**config.mk**
```make
export PLATFORM = sky130hd
export DESIGN_NAME = instr_encoder
export DESIGN_NICKNAME = d
export VERILOG_FILES = /design/src/rtl/instr_encoder_pkg.sv /design/src/rtl/instr_encoder_fmt.sv /design/src/rtl/instr_encoder.sv
export SDC_FILE = /design/constraint.sdc
export NUM_CORES = 1
export LEC_CHECK = 0
export BUFFER_PORTS_ARGS = -buffer_cell sky130_fd_sc_hd__buf_2
export CORE_AREA = 3 3 103 105
export DETAILED_ROUTE_END_ITERATION = 7
export DIE_AREA = 0 0 106 108
export MAX_ROUTING_LAYER = met4
export PLACE_DENSITY_LB_ADDON = 0.25
export SYNTH_ARGS = -nofsm -noshare
export SYNTH_HDL_FRONTEND = slang
export SYNTH_SLANG_ARGS = --single-unit
export TNS_END_PERCENT = 5
```
**constraint.sdc**
```tcl
create_clock -name clk -period 2.3 [get_ports clk]
set_input_delay 0.46 -clock clk [delete_from_list [all_inputs] [get_ports clk]]
set_output_delay 0.46 -clock clk [all_outputs]
set_load 0.01 [all_outputs]
```
**src/rtl/instr_encoder_pkg.sv**
```systemverilog
// Shared definitions for the MIPS instruction encoder: mnemonic request codes,
// machine opcode/funct values, FSM states and word-packing helpers.
package instr_encoder_pkg;

  typedef enum logic [4:0] {
    ENC_ADD     = 5'd0,
    ENC_SUB     = 5'd1,
    ENC_AND     = 5'd2,
    ENC_OR      = 5'd3,
    ENC_SLT     = 5'd4,
    ENC_JR      = 5'd5,
    ENC_SYSCALL = 5'd6,
    ENC_ADDI    = 5'd7,
    ENC_ADDIU   = 5'd8,
    ENC_SLTIU   = 5'd9,
    ENC_ORI     = 5'd10,
    ENC_LUI     = 5'd11,
    ENC_LW      = 5'd12,
    ENC_SW      = 5'd13,
    ENC_BEQ     = 5'd14,
    ENC_BNE     = 5'd15,
    ENC_J       = 5'd16,
    ENC_JAL     = 5'd17,
    ENC_LI      = 5'd18,
    ENC_NOP     = 5'd19
  } enc_op_t;

  localparam logic [5:0] OP_RTYPE = 6'h00;
  localparam logic [5:0] OP_J     = 6'h02;
  localparam logic [5:0] OP_JAL   = 6'h03;
  localparam logic [5:0] OP_BEQ   = 6'h04;
  localparam logic [5:0] OP_BNE   = 6'h05;
  localparam logic [5:0] OP_ADDI  = 6'h08;
  localparam logic [5:0] OP_ADDIU = 6'h09;
  localparam logic [5:0] OP_SLTIU = 6'h0B;
  localparam logic [5:0] OP_ORI   = 6'h0D;
  localparam logic [5:0] OP_LUI   = 6'h0F;
  localparam logic [5:0] OP_LW    = 6'h23;
  localparam logic [5:0] OP_SW    = 6'h2B;

  localparam logic [5:0] FN_JR      = 6'h08;
  localparam logic [5:0] FN_SYSCALL = 6'h0C;
  localparam logic [5:0] FN_ADD     = 6'h20;
  localparam logic [5:0] FN_SUB     = 6'h22;
  localparam logic [5:0] FN_AND     = 6'h24;
  localparam logic [5:0] FN_OR      = 6'h25;
  localparam logic [5:0] FN_SLT     = 6'h2A;

  typedef enum logic {
    ST_IDLE = 1'b0,
    ST_LI2  = 1'b1
  } state_t;

  function automatic logic [31:0] r_word(input logic [4:0] rs, input logic [4:0] rt,
                                         input logic [4:0] rd, input logic [5:0] funct);
    return {OP_RTYPE, rs, rt, rd, 5'd0, funct};
  endfunction

  function automatic logic [31:0] i_word(input logic [5:0] opcode, input logic [4:0] rs,
                                         input logic [4:0] rt, input logic [15:0] imm);
    return {opcode, rs, rt, imm};
  endfunction

  function automatic logic [31:0] j_word(input logic [5:0] opcode, input logic [25:0] target);
    return {opcode, target};
  endfunction

endpackage

```
**src/rtl/instr_encoder_fmt.sv**
```systemverilog
// Combinational formatter: one symbolic request (or the second LI half) to a
// machine word, plus flags for a pending second word and an unsupported op.
module instr_encoder_fmt
  import instr_encoder_pkg::*;
(
  input  logic [4:0]  op,
  input  logic [4:0]  rs,
  input  logic [4:0]  rt,
  input  logic [4:0]  rd,
  input  logic [31:0] imm,
  input  logic        li_phase,
  output logic [31:0] word,
  output logic        needs_second,
  output logic        err
);

  logic [15:0] imm_hi;
  logic [15:0] imm_lo;

  assign imm_hi = imm[31:16];
  assign imm_lo = imm[15:0];

  always_comb begin
    word         = 32'd0;
    needs_second = 1'b0;
    err          = 1'b0;
    case (op)
      ENC_ADD:     word = r_word(rs, rt, rd, FN_ADD);
      ENC_SUB:     word = r_word(rs, rt, rd, FN_SUB);
      ENC_AND:     word = r_word(rs, rt, rd, FN_AND);
      ENC_OR:      word = r_word(rs, rt, rd, FN_OR);
      ENC_SLT:     word = r_word(rs, rt, rd, FN_SLT);
      ENC_JR:      word = r_word(rs, 5'd0, 5'd0, FN_JR);
      ENC_SYSCALL: word = r_word(5'd0, 5'd0, 5'd0, FN_SYSCALL);
      ENC_ADDI:    word = i_word(OP_ADDI, rs, rt, imm_lo);
      ENC_ADDIU:   word = i_word(OP_ADDIU, rs, rt, imm_lo);
      ENC_SLTIU:   word = i_word(OP_SLTIU, rs, rt, imm_lo);
      ENC_ORI:     word = i_word(OP_ORI, rs, rt, imm_lo);
      ENC_LUI:     word = i_word(OP_LUI, 5'd0, rt, imm_lo);
      ENC_LW:      word = i_word(OP_LW, rs, rt, imm_lo);
      ENC_SW:      word = i_word(OP_SW, rs, rt, imm_lo);
      ENC_BEQ:     word = i_word(OP_BEQ, rs, rt, imm_lo);
      ENC_BNE:     word = i_word(OP_BNE, rs, rt, imm_lo);
      ENC_J:       word = j_word(OP_J, imm[27:2]);
      ENC_JAL:     word = j_word(OP_JAL, imm[27:2]);
      ENC_NOP:     word = 32'd0;
      ENC_LI: begin
        // Second half always ORs the low half into the register the LUI just set.
        if (li_phase) begin
          word = i_word(OP_ORI, rt, rt, imm_lo);
        end else if (imm_hi == 16'd0) begin
          word = i_word(OP_ORI, 5'd0, rt, imm_lo);
        end else begin
          word         = i_word(OP_LUI, 5'd0, rt, imm_hi);
          needs_second = (imm_lo != 16'd0);
        end
      end
      default:     err = 1'b1;
    endcase
  end

endmodule

```
**src/rtl/instr_encoder.sv**
```systemverilog
// Streams symbolic MIPS requests into addressed 32-bit machine words, with a
// one-word registered output stage and LI expansion into LUI/ORI.
module instr_encoder
  import instr_encoder_pkg::*;
#(
  parameter logic [31:0] BASE_ADDR = 32'h0040_0000
) (
  input  logic        clk,
  input  logic        reset,
  input  logic        req_valid,
  output logic        req_ready,
  input  logic [4:0]  req_op,
  input  logic [4:0]  req_rs,
  input  logic [4:0]  req_rt,
  input  logic [4:0]  req_rd,
  input  logic [31:0] req_imm,
  output logic        out_valid,
  input  logic        out_ready,
  output logic [31:0] out_instr,
  output logic [31:0] out_addr,
  output logic        out_err
);

  state_t      state_reg, state_next;
  logic        out_valid_reg;
  logic        out_err_reg;
  logic [31:0] out_instr_reg;
  logic [31:0] out_addr_reg;
  logic [4:0]  hold_rt_reg;
  logic [31:0] hold_imm_reg;

  logic        in_li2;
  logic        handshake;
  logic        accept;
  logic        load_word;
  logic [4:0]  fmt_op;
  logic [4:0]  fmt_rs;
  logic [4:0]  fmt_rt;
  logic [4:0]  fmt_rd;
  logic [31:0] fmt_imm;
  logic [31:0] fmt_word;
  logic        fmt_needs_second;
  logic        fmt_err;

  assign in_li2    = (state_reg == ST_LI2);
  assign handshake = out_valid_reg & out_ready;
  assign accept    = req_valid & req_ready;

  // While finishing an LI, the formatter sees the held request instead of the live one.
  assign fmt_op  = in_li2 ? ENC_LI : req_op;
  assign fmt_rs  = in_li2 ? 5'd0 : req_rs;
  assign fmt_rt  = in_li2 ? hold_rt_reg : req_rt;
  assign fmt_rd  = in_li2 ? 5'd0 : req_rd;
  assign fmt_imm = in_li2 ? hold_imm_reg : req_imm;

  assign load_word = (accept & ~fmt_err) | (in_li2 & handshake);

  instr_encoder_fmt u_fmt (
    .op           (fmt_op),
    .rs           (fmt_rs),
    .rt           (fmt_rt),
    .rd           (fmt_rd),
    .imm          (fmt_imm),
    .li_phase     (in_li2),
    .word         (fmt_word),
    .needs_second (fmt_needs_second),
    .err          (fmt_err)
  );

  always_ff @(posedge clk) begin
    if (reset) begin
      state_reg <= ST_IDLE;
    end else begin
      state_reg <= state_next;
    end
  end

  always_comb begin
    state_next = state_reg;
    case (state_reg)
      ST_IDLE: if (accept && !fmt_err && fmt_needs_second) state_next = ST_LI2;
      ST_LI2:  if (handshake) state_next = ST_IDLE;
      default: state_next = ST_IDLE;
    endcase
  end

  always_comb begin
    req_ready = 1'b0;
    case (state_reg)
      ST_IDLE: req_ready = ~out_valid_reg | out_ready;
      default: req_ready = 1'b0;
    endcase
  end

  // The address register always names the presented word (or the next one when empty).
  always_ff @(posedge clk) begin
    if (reset) begin
      out_valid_reg <= 1'b0;
      out_err_reg   <= 1'b0;
      out_instr_reg <= 32'd0;
      out_addr_reg  <= BASE_ADDR;
      hold_rt_reg   <= 5'd0;
      hold_imm_reg  <= 32'd0;
    end else begin
      out_err_reg <= accept & fmt_err;
      if (handshake) begin
        out_addr_reg <= out_addr_reg + 32'd4;
      end
      if (load_word) begin
        out_valid_reg <= 1'b1;
        out_instr_reg <= fmt_word;
      end else if (handshake) begin
        out_valid_reg <= 1'b0;
      end
      if (accept) begin
        hold_rt_reg  <= req_rt;
        hold_imm_reg <= req_imm;
      end
    end
  end

  assign out_valid = out_valid_reg;
  assign out_instr = out_instr_reg;
  assign out_addr  = out_addr_reg;
  assign out_err   = out_err_reg;

endmodule

```
==> impl_summary.txt, run 1 <==
----------------------------------------------------
[CTS]
  CTS H-tree depth ... 3
  Clock Path Buffers ... 2
  Number of clock sinks seen by CTS ... 85
  CTS tree ... yes
  Count of buffers added by post-CTS timing repair for setup ... 0
  Hold-fix buffers at CTS ... 0
  Post-cts resize count ... 0
  Num CTS Buffers ... 9
  Buffer type at the clock tree root ... sky130_fd_sc_hd__clkbuf_8
  Insertion delay of the later-clocked pin in the worst-skew pair ... ~0.35 ns
  Clock transition at the registers of the reported paths ... roughly 0.090 ns

[Timing]
  Final hold vios ... 0
  Setup clock skew after layout ... 0.0107 ns
  Min cycle time layout ... around 2 ns
  Final-report setup violation count ... 0
  Fmax ... approximately 500 MHz
  Actual transition at the worst max-transition pin ... between 0.5 and 0.6 ns
  Slew Limit Headroom ... about 64%
  Slew Limit Fails ... 0
  RSZ-0062 raised after global routing ... false
  Accumulated negative setup slack ... 0 ns
  Period utilisation layout ... between 80% and 90%

[Finish]
  Number of flip-flops under the largest register name ... 31
  ANT cells ... 0
  Area overhead of the layout relative to synthesis ... 21.3%
  Most common cell after layout, fill and taps aside ... sky130_fd_sc_hd__buf_2
  Number of non-filler instances in the completed layout ... ~800
  Area of all placed cells without fillers ... roughly 0.0053 sq mm
  Layout net count ... between 700 and 800
  Fraction of final layout cells sized beyond drive strength 1 ... a little over a quarter
  Commonest cells after routing, fill and taps aside ... sky130_fd_sc_hd__buf_2 (119), sky130_fd_sc_hd__nand2_1 (90), sky130_fd_sc_hd__dfxtp_1 (84), sky130_fd_sc_hd__a21oi_1 (44), sky130_fd_sc_hd__nor2_1 (32)

[Worst setup path]
  Element type at the critical path end ... flop
  Startpoint Class ... flop
  Required time of the worst setup path ... between 2 and 3 ns
  Worst R2R Setup Slack ... 0.31 ns
  Maximum fanout encountered on the critical timing path ... 21
  Cells on worst reg2reg path ... 7
  WS Path Type ... reg -> reg
  Crit path DAT ... 2.26 ns

[Floorplanning]
  Starting utilization of the core area ... 45.2%
  Area of the die ... 0.0114 sq mm
  Core Box Area ... between 0.009 and 0.01 sq mm
  FP Rows ... 36
  Width of the chip ... between 100 and 150 um
  Ports placed on the boundary ... about 120
  Overall die height ... about 110 um

[Route]
  Via total after detailed routing ... around 4600
  Met3 wirelength from detailed routing ... ~1100 um
  Uppermost layer routed ... met4
  Met2 routed WL ... 6210 um
  Via density per instance ... slightly below 6
  Routed metal-1 wire length ... between 5000 and 6000 um
  Number of detailed-routing iterations run before antenna repair ... 6
  Total wirelength of the detailed-routed design ... ~13000 um
  Initial DRC Count ... roughly 430
  Residual DRC ... 0
  WL/cell ... 17.1 um
  Post-DRT Antenna Nets ... 0

[Synth]
  Synth Instances ... 536
  Proportion of netlist area held by the largest area contributor ... roughly two fifths
  Fraction of synthesis flops using an asynchronous set or reset pin ... 0%
  Number of warnings printed during yosys synthesis ... 0
  Cell type contributing the most total cell area after synthesis ... sky130_fd_sc_hd__dfxtp_1
  Main flop type after synthesis ... sky130_fd_sc_hd__dfxtp_1
  Synthesized area per cell ... just over 8 sq um
  Number of flip-flops and latches in the synthesized netlist ... 85
  Top area cells in the synthesized netlist ... sky130_fd_sc_hd__dfxtp_1 (39%), sky130_fd_sc_hd__nand2_1 (7.7%), sky130_fd_sc_hd__a21oi_1 (5.0%)
  Sequential-to-total area share from yosys stat ... approximately 39%
  Netlist area before placement ... roughly 0.0044 sq mm
  Number of distinct library cells after synthesis ... 62
  EDFF count, synth ... 0

[Pwr]
  Power per cell area ... ~580 mW/mm^2
  Portion of total power attributed to combinational logic ... 13.6%
  Relative contribution of the clock network to total power ... between 30 and 40%
  Total net switching power ... approximately 0.85 mW
  Internal power ... 2.22 mW
  Sw Ratio ... 27.8%
  Worst vdd rail ir drop ... between 0.3 and 0.4 mV
  Seq pwr share ... between 50 and 60%
  Leakage ... approximately 2.1 nW

[Outcome]
  Run status ... finished clean

[Placement]
  Routability Congestion ... 0.953
  IO Port Bufs ... approximately 120
  Cell count after placement ... between 700 and 800
  Placement Cell Area ... just over 0.005 sq mm
  Final HPWL DP ... 10000 um

[Global route]
  First-pass GRT wire length ... roughly 21000 um
  Leftover overflow at the end of global routing ... 0
  Antenna violations before repair ... 0
  Tot GR Track Use ... 23.8%
  Pin count of the biggest net entering global routing ... 41
  Vias in the first global route ... around 4300

[Worst hold path]
  Min-Delay Path Class ... in -> reg
  Hold path cells ... 3

[Run]
  MaxCap Viol Count ... 0

----------------------------------------------------
-- worst max-delay path, stage by stage, from the launching register on --
cell and delay (ns):
sky130_fd_sc_hd__dfxtp_2 0.35, sky130_fd_sc_hd__buf_4 0.23, sky130_fd_sc_hd__and3_1 0.24, sky130_fd_sc_hd__a41oi_2 0.19
sky130_fd_sc_hd__buf_4 0.20, sky130_fd_sc_hd__and2b_1 0.48, sky130_fd_sc_hd__nand2_1 0.13, sky130_fd_sc_hd__o221ai_1 0.10
-- cell type report --
class | count | area [sq um]
well taps | 133 | 166
clock buffers | 10 | 138
inverters | 4 | 15.0
fillers | 934 | 4400
flip-flops and latches | 85 | 1700
repair buffers | 143 | 776
multi-input cells | 402 | 2460
clock inverters | 6 | 68.8
-- synthesized netlist by cell type, drive strengths merged (2+ instances only) --
cell and n:
a221oi 12, or4 2, and4 6, nand2b 9
o221ai 7, and2b 2, a222oi 14, or3 3
a21oi 44, and3b 2, a211o 2, nand4 8
a22oi 3, o211ai 2, clkbuf 20, and3 4
buf 27, dfxtp 85, a211oi 6, mux2i 11
nor3 16, nor2b 6, nor4 22, o21ai 20
xor2 11, or3b 2, inv 3, nor2 33
xnor2 15, a21o 2, nor3b 2, mux2 7
o22ai 2, and2 3, nand3 16, nand2 90
nand3b 3
-- metrics by stage --
stage	setup slack, ns	total power [mW]	hold slack (ns)	util [%]
floorplan	0.419	1.82	0.446	-
global placement	0.177	1.99	0.434	52.7
detailed placement	0.140	2.00	0.445	52.7
CTS	0.311	3.10	0.333	54.8
global route	0.124	3.21	0.346	54.8
finish	0.306	3.08	0.355	54.8
-- power groups by stage --
stage / logic [mW] / clock network, mW / registers (mW)
finish: 0.418 / 1.10 / 1.55
global route: 0.458 / 1.20 / 1.56
floorplan: 0.235 / 0 / 1.59
detailed placement: 0.412 / 0 / 1.59
global placement: 0.408 / 0 / 1.59
CTS: 0.414 / 1.13 / 1.55
-- path summary, 6_finish.rpt --
| check | start | endpoint |
|---|---|---|
| worst max-delay path | in_li2 | out_instr[8] |
| worst min-delay path | req_rt[2] | hold_rt_reg[2] |
| worst max register to register | in_li2 | out_instr[8] |
| worst min register to register | out_instr[22] | out_instr[22] |
-- metal layers --
layer | up-vias | GRT usage [%]
li1 | 2177 | -
met4 | 0 | 8.70
met1 | 2154 | 31.6
met2 | 220 | 36.6
met3 | 27 | 4.30
met5 | - | -
-- kinds of logic (layout without fill, tap and decap cells) --
group,Yosys count,count (layout),synth area share [%]
adder cells (fa/ha/maj),1,1,0.285
other,1,3,0.0853
buffers and inverters,51,163,5.41
flip-flops,85,85,38.7
multiplexers,18,18,4.30
AO/OA/AOI/OAI,122,122,18.9
AND/OR/NAND/NOR,232,232,27.1
XOR/XNOR,26,26,5.18
(Power assumes the default switching activity.)
==> inputs of run 2 (changes only) <==
--- a/config.mk
+++ b/config.mk
@@ -6,9 +6,9 @@
 export NUM_CORES = 1
 export LEC_CHECK = 0
 export BUFFER_PORTS_ARGS = -buffer_cell sky130_fd_sc_hd__buf_2
-export CORE_AREA = 3 3 103 105
+export CORE_AREA = 3 3 117 119
 export DETAILED_ROUTE_END_ITERATION = 7
-export DIE_AREA = 0 0 106 108
+export DIE_AREA = 0 0 120 122
 export MAX_ROUTING_LAYER = met4
 export PLACE_DENSITY_LB_ADDON = 0.25
 export SYNTH_ARGS = -nofsm -noshare
==> impl_summary.txt, run 2 (synthesized netlist as in run 1, its figures left out) <==
----------------------------------------------------
[Timing]
  Accumulated negative setup slack ... 0 ns (unchanged)
  Fmax ... 501 MHz (-0.16%)
  Final hold vios ... 0 (unchanged)
  Min cycle time layout ... 2.00 ns (+0.00323 ns)
  Slew Limit Fails ... 0 (unchanged)
  Final-report setup violation count ... 0 (unchanged)
  Period utilisation layout ... 86.8% (+0.14 points)
  Actual transition at the worst max-transition pin ... 0.524 ns (-0.0121 ns)
  RSZ-0062 raised after global routing ... false
  Slew Limit Headroom ... 65.1% (+0.81 points)
  Setup clock skew after layout ... 0.00751 ns (-0.00318 ns)

[Worst setup path]
  Worst reg2reg path endpoint ... out_addr[26]
  Element type at the critical path end ... flop
  Peak per-stage delay on the critical path ... 0.44 ns (-0.04 ns)
  Required time of the worst setup path ... 2.52 ns (-0.04 ns)
  End of the critical path ... out_addr[26]
  Crit Reg-Reg Startpoint ... out_addr[2]
  Cells on worst reg2reg path ... 6 (-1)
  WS Path Type ... reg -> reg
  CP Cell Sequence ... ha_1 > and4_1 > nand4_2 > nor4_1 > xnor2_1 > nor2_1
  Max stage delay cell, worst path ... sky130_fd_sc_hd__nor4_1
  Timing startpoint of the critical path ... out_addr[2]
  Startpoint Class ... flop
  Crit path DAT ... 2.22 ns (-0.04 ns)
  Maximum fanout encountered on the critical timing path ... 10 (-52%)
  Worst R2R Setup Slack ... 0.30 ns (about the same)

[Route]
  Total wirelength of the detailed-routed design ... 13900 um (+3.8%)
  Initial DRC Count ... 498 (+16%)
  Number of detailed-routing iterations run before antenna repair ... 8 (+2)
  WL/cell ... 16.9 um (-1.3%)
  Via total after detailed routing ... 4505 (-1.6%)
  Via density per instance ... 5.47 (-6.5%)
  Post-DRT Antenna Nets ... 0 (unchanged)
  Residual DRC ... 0 (unchanged)

[Finish]
  Fraction of final layout cells sized beyond drive strength 1 ... 27.0% (-0.35 points)
  Number of non-filler instances in the completed layout ... 824 (+5.2%)
  Sequential standard cell area ... 0.00170 sq mm (unchanged)
  Layout net count ... 703 (+0.14%)
  Number of flip-flops under the largest register name ... 31 (unchanged)
  Fill cell instance count of the final layout ... 1268 (+36%)
  Total area of multi-input combinational cells ... 0.00246 sq mm (unchanged)
  Area overhead of the layout relative to synthesis ... 24.9%
  Commonest cells after routing, fill and taps aside ... sky130_fd_sc_hd__buf_2 (119), sky130_fd_sc_hd__nand2_1 (90), sky130_fd_sc_hd__dfxtp_1 (84), sky130_fd_sc_hd__a21oi_1 (44), sky130_fd_sc_hd__nor2_1 (32)
  Most common cell after layout, fill and taps aside ... sky130_fd_sc_hd__buf_2

[Pwr]
  Total net switching power ... 0.895 mW (+4.8%)
  Sw Ratio ... 25.9% (-1.9 points)
  Leakage ... 2.16 nW (+2.1%)
  Internal power ... 2.56 mW (+15%)
  Power per cell area ... 629 mW/mm^2 (+9.0%)
  Total power consumption of the routed design ... 3.46 mW (+12%)
  Portion of total power attributed to combinational logic ... 12.3% (-1.3 points)
  Relative contribution of the clock network to total power ... 42.7% (+6.8 points)
  Worst vdd rail ir drop ... 0.302 mV (-24%)
  Seq pwr share ... 45.0% (-5.5 points)

[Placement]
  Cell count after placement ... 807 (+5.2%)
  IO Port Bufs ... 119 (unchanged)
  Routability Congestion ... 0.932 (-2.2%)
  Final HPWL DP ... 10200 um (+2.0%)

[CTS]
  Insertion delay of the later-clocked pin in the worst-skew pair ... 0.35 ns (about the same)
  Num CTS Buffers ... 9 (unchanged)
  Clock transition at the registers of the reported paths ... 0.06 ns (-0.03 ns)
  Post-cts resize count ... 0 (unchanged)
  Hold-fix buffers at CTS ... 0 (unchanged)
  Clock Path Buffers ... 2 (unchanged)
  CTS tree ... yes
  CTS H-tree depth ... 3 (unchanged)
  Count of buffers added by post-CTS timing repair for setup ... 0 (unchanged)
  Buffer type at the clock tree root ... sky130_fd_sc_hd__clkbuf_16
  Number of clock sinks seen by CTS ... 85 (unchanged)

[Floorplanning]
  FP Rows ... 41 (+14%)
  Ports placed on the boundary ... 123 (unchanged)
  Area of the die ... 0.0146 sq mm (+28%)
  Core Box Area ... 0.0127 sq mm (+30%)
  Starting utilization of the core area ... 34.7% (-10 points)
  Width of the chip ... 120 um (+13%)
  Overall die height ... 122 um (+13%)

[Worst hold path]
  Min-Delay Path Class ... in -> reg

[Global route]
  First-pass GRT wire length ... 22000 um (+3.4%)
  Vias in the first global route ... 4173 (-3.5%)
  Tot GR Track Use ... 19.5% (-4.3 points)
  Leftover overflow at the end of global routing ... 0 (unchanged)
  Pin count of the biggest net entering global routing ... 43 (+4.9%)
  Antenna violations before repair ... 1 (+1)

[Run]
  MaxCap Viol Count ... 0 (unchanged)

[Outcome]
  Run status ... finished clean

----------------------------------------------------
## run 2: changes by cell type in the layout (fill, tap and decap cells not counted), sizes merged
cell / before / now
clkinvlp: 1 / 2
buf: 143 / 144
clkinv: 3 / 1
diode: 0 / 1
clkbuf: 10 / 13
inv: 5 / 3
## run 2: power groups by stage
stage                     combinational (mW)  sequential, mW  clock (mW)
after floorplan                        0.235            1.59           0
after global placement                 0.416            1.58           0
after detailed placement               0.422            1.59           0
after CTS                              0.423            1.55        1.51
after global routing                   0.467            1.56        1.59
final                                  0.426            1.55        1.48
## run 2: how the worst min path moves through the flow
stage                     cells after the start  slack, ns          endpoint            start
after global placement                        2       0.43     out_instr[25]    out_instr[25]
after CTS                                     3       0.36    hold_rt_reg[0]        req_rt[0]
after detailed placement                      2       0.44     out_instr[21]    out_instr[21]
after global routing                          3       0.37  hold_imm_reg[13]      req_imm[13]
final                                         3       0.36    hold_rt_reg[1]        req_rt[1]
after floorplan                               2       0.45   hold_imm_reg[6]  hold_imm_reg[6]
## run 2: critical path, delay by kind of cell (launching register included)
family	cells	cell delay, ns
fa+ha+maj	1	0.19
flops	1	0.41
xor+xnor	1	0.17
simple gates	4	1.09
## run 2: per-layer routing
layer  vias up  wire (um)  share of wire, %  global-route usage [%]
met5         -          0                 0                       -
li1       2179          -                 -                       -
met4         0        225               1.6                    6.94
met3        18       1410                10                    6.04
met1      2088       6030                43                    25.2
met2       220       6250                45                    28.8
## run 2: area by class of cell
type	instances	area share, %
Multi-Input combinational cell	402	44.9
Timing Repair Buffer	144	14.5
Tap cell	172	3.92
Clock buffer	13	4.56
Inverter	4	0.273
Antenna cell	1	0.0456
Sequential cell	85	31.0
Clock inverter	3	0.820
## run 2: through the flow
| stage | utilization [%] | cell area (sq um) | setup WS, ns | hold slack (ns) |
|---|---|---|---|---|
| floorplan | - | 4400 | 0.419 | 0.446 |
| global placement | 41.0 | 5190 | 0.216 | 0.433 |
| detailed placement | 41.0 | 5190 | 0.193 | 0.439 |
| CTS | 43.3 | 5490 | 0.282 | 0.360 |
| global route | 43.3 | 5490 | 0.169 | 0.367 |
| finish | 43.3 | 5490 | 0.303 | 0.365 |
==> inputs of run 3 (changes only) <==
--- a/config.mk
+++ b/config.mk
@@ -6,6 +6,8 @@
 export NUM_CORES = 1
 export LEC_CHECK = 0
 export BUFFER_PORTS_ARGS = -buffer_cell sky130_fd_sc_hd__buf_2
+export CELL_PAD_IN_SITES_DETAIL_PLACEMENT = 1
+export CELL_PAD_IN_SITES_GLOBAL_PLACEMENT = 1
 export CORE_AREA = 3 3 117 119
 export DETAILED_ROUTE_END_ITERATION = 7
 export DIE_AREA = 0 0 120 122
==> impl_summary.txt, run 3 (synthesized netlist as in run 1, its figures left out) <==
----------------------------------------------------
[CTS]
  Clock transition at the registers of the reported paths ... 0.06 ns (about the same)
  Hold-fix buffers at CTS ... 0 (unchanged)
  Buffer type at the clock tree root ... sky130_fd_sc_hd__clkbuf_16
  Post-cts resize count ... 0 (unchanged)
  CTS tree ... yes
  Count of buffers added by post-CTS timing repair for setup ... 0 (unchanged)
  Number of clock sinks seen by CTS ... 85 (unchanged)
  Insertion delay of the later-clocked pin in the worst-skew pair ... 0.35 ns (about the same)
  Num CTS Buffers ... 9 (unchanged)
  Clock Path Buffers ... 2 (unchanged)
  CTS H-tree depth ... 3 (unchanged)

[Worst setup path]
  Crit Reg-Reg Startpoint ... out_addr[2]
  Element type at the critical path end ... flop
  Worst reg2reg path endpoint ... out_addr[30]
  WS Path Type ... reg -> reg
  Cells on worst reg2reg path ... 6 (unchanged)
  Crit path DAT ... 2.22 ns (about the same)
  Maximum fanout encountered on the critical timing path ... 10 (unchanged)
  Startpoint Class ... flop
  Timing startpoint of the critical path ... out_addr[2]
  Worst R2R Setup Slack ... 0.31 ns (about the same)
  Required time of the worst setup path ... 2.53 ns (about the same)

[Placement]
  Final HPWL DP ... 11600 um (+14%)
  Routability Congestion ... 0.912 (-2.1%)
  IO Port Bufs ... 119 (unchanged)

[Route]
  Total wirelength of the detailed-routed design ... 15600 um (+12%)
  Post-DRT Antenna Nets ... 0 (unchanged)
  Via total after detailed routing ... 4521 (+0.36%)
  Residual DRC ... 0 (unchanged)
  Initial DRC Count ... 344 (-31%)
  WL/cell ... 19.0 um (+13%)
  Number of detailed-routing iterations run before antenna repair ... 5 (-3)
  Via density per instance ... 5.51 (+0.72%)

[Timing]
  Final-report setup violation count ... 0 (unchanged)
  Slew Limit Headroom ... 52.0% (-13 points)
  Final hold vios ... 0 (unchanged)
  Slew Limit Fails ... 0 (unchanged)
  Actual transition at the worst max-transition pin ... 0.715 ns (+0.191 ns)
  Post-Route Hold Slack ... 0.368 ns (+0.00315 ns)
  Period utilisation layout ... 86.7% (-0.14 points)
  Min cycle time layout ... 1.99 ns (-0.00319 ns)
  Setup clock skew after layout ... 0.00799 ns (+0.000478 ns)
  RSZ-0062 raised after global routing ... false
  Fmax ... 502 MHz (+0.16%)
  Accumulated negative setup slack ... 0 ns (unchanged)

[Pwr]
  Power per cell area ... 638 mW/mm^2 (+1.4%)
  Leakage ... 2.16 nW (about the same)
  Worst vdd rail ir drop ... 0.320 mV (+5.9%)
  Total power consumption of the routed design ... 3.51 mW (+1.7%)

[Global route]
  Vias in the first global route ... 4555 (+9.2%)
  First-pass GRT wire length ... 25000 um (+13%)
  Tot GR Track Use ... 22.2% (+2.8 points)
  Leftover overflow at the end of global routing ... 0 (unchanged)
  Pin count of the biggest net entering global routing ... 51 (+19%)
  Antenna violations before repair ... 1 (unchanged)

[Worst hold path]
  Endpoint with the worst hold slack ... hold_rt_reg[1]
  Min-Delay Path Class ... in -> reg
  Hold path cells ... 3 (unchanged)
  Startpoint of the lowest-slack hold path ... req_rt[1]

[Finish]
  Fraction of final layout cells sized beyond drive strength 1 ... 27.2% (+0.13 points)
  Fraction of the core area covered by cells at the end of the flow ... 43.5% (+0.13 points)
  Layout net count ... 700 (-0.43%)
  Number of flip-flops under the largest register name ... 31 (unchanged)
  Commonest cells after routing, fill and taps aside ... sky130_fd_sc_hd__buf_2 (119), sky130_fd_sc_hd__nand2_1 (90), sky130_fd_sc_hd__dfxtp_1 (84), sky130_fd_sc_hd__a21oi_1 (44), sky130_fd_sc_hd__nor2_1 (32)
  Most common cell after layout, fill and taps aside ... sky130_fd_sc_hd__buf_2
  Area overhead of the layout relative to synthesis ... 25.3%

[Floorplanning]
  Area of the die ... 0.0146 sq mm (unchanged)
  Core Box Area ... 0.0127 sq mm (unchanged)
  Overall die height ... 122 um (unchanged)
  Width of the chip ... 120 um (unchanged)
  Ports placed on the boundary ... 123 (unchanged)
  Starting utilization of the core area ... 34.7% (unchanged)
  FP Rows ... 41 (unchanged)

[Outcome]
  Run status ... finished clean

[Run]
  MaxCap Viol Count ... 0 (unchanged)

----------------------------------------------------
==> run 3: area by class of cell <==
| class | count | area (sq um) |
|---|---|---|
| fillers | 1561 | 7160 |
| clock buffers | 10 | 239 |
| multi-input cells | 402 | 2460 |
| repair buffers | 141 | 798 |
| flip-flops and latches | 85 | 1700 |
| well taps | 172 | 215 |
| diodes | 1 | 2.50 |
| inverters | 4 | 15.0 |
| clock inverters | 6 | 70.1 |
==> run 3: worst max-delay path by stage <==
stage | end | slack (ns)
2_1_floorplan | out_instr[1] | 0.42
3_3_place_gp | in_li2 | 0.09
3_5_place_dp | out_instr[11] | 0.16
4_1_cts | out_addr[30] | 0.24
5_1_grt | out_addr[30] | 0.09
6_report | out_addr[30] | 0.31
==> run 3: critical path: stages, from the launching register on <==
cell and delay [ns]:
sky130_fd_sc_hd__dfxtp_1 0.41, sky130_fd_sc_hd__ha_1 0.19, sky130_fd_sc_hd__and4_1 0.33, sky130_fd_sc_hd__nand4_2 0.32, sky130_fd_sc_hd__nor4_1 0.42, sky130_fd_sc_hd__xnor2_1 0.16, sky130_fd_sc_hd__nor2_1 0.05
==> run 3: where the power goes <==
part           internal [mW]  total [mW]  switching [mW]
logic                  0.169       0.435           0.267
clock network          0.877        1.52           0.646
registers               1.52        1.55          0.0372
total                   2.56        3.51           0.950
==> run 3: per-stage QoR <==
step                instances  area, sq um  setup WS (ns)
detailed placement        804         5200          0.160
CTS                       820         5510          0.245
global placement          804         5200         0.0905
finish                    821         5510          0.306
global route              821         5510         0.0933
floorplan                 538         4400          0.419
==> run 3: layer usage <==
metal	share of wire (%)	GRT usage [%]	routed length, um	vias up
li1	-	-	-	2164
met1	44	27.9	6860	2178
met2	47	35.8	7380	163
met3	6.9	4.60	1080	16
met4	1.9	7.59	289	0
met5	0	-	0	-
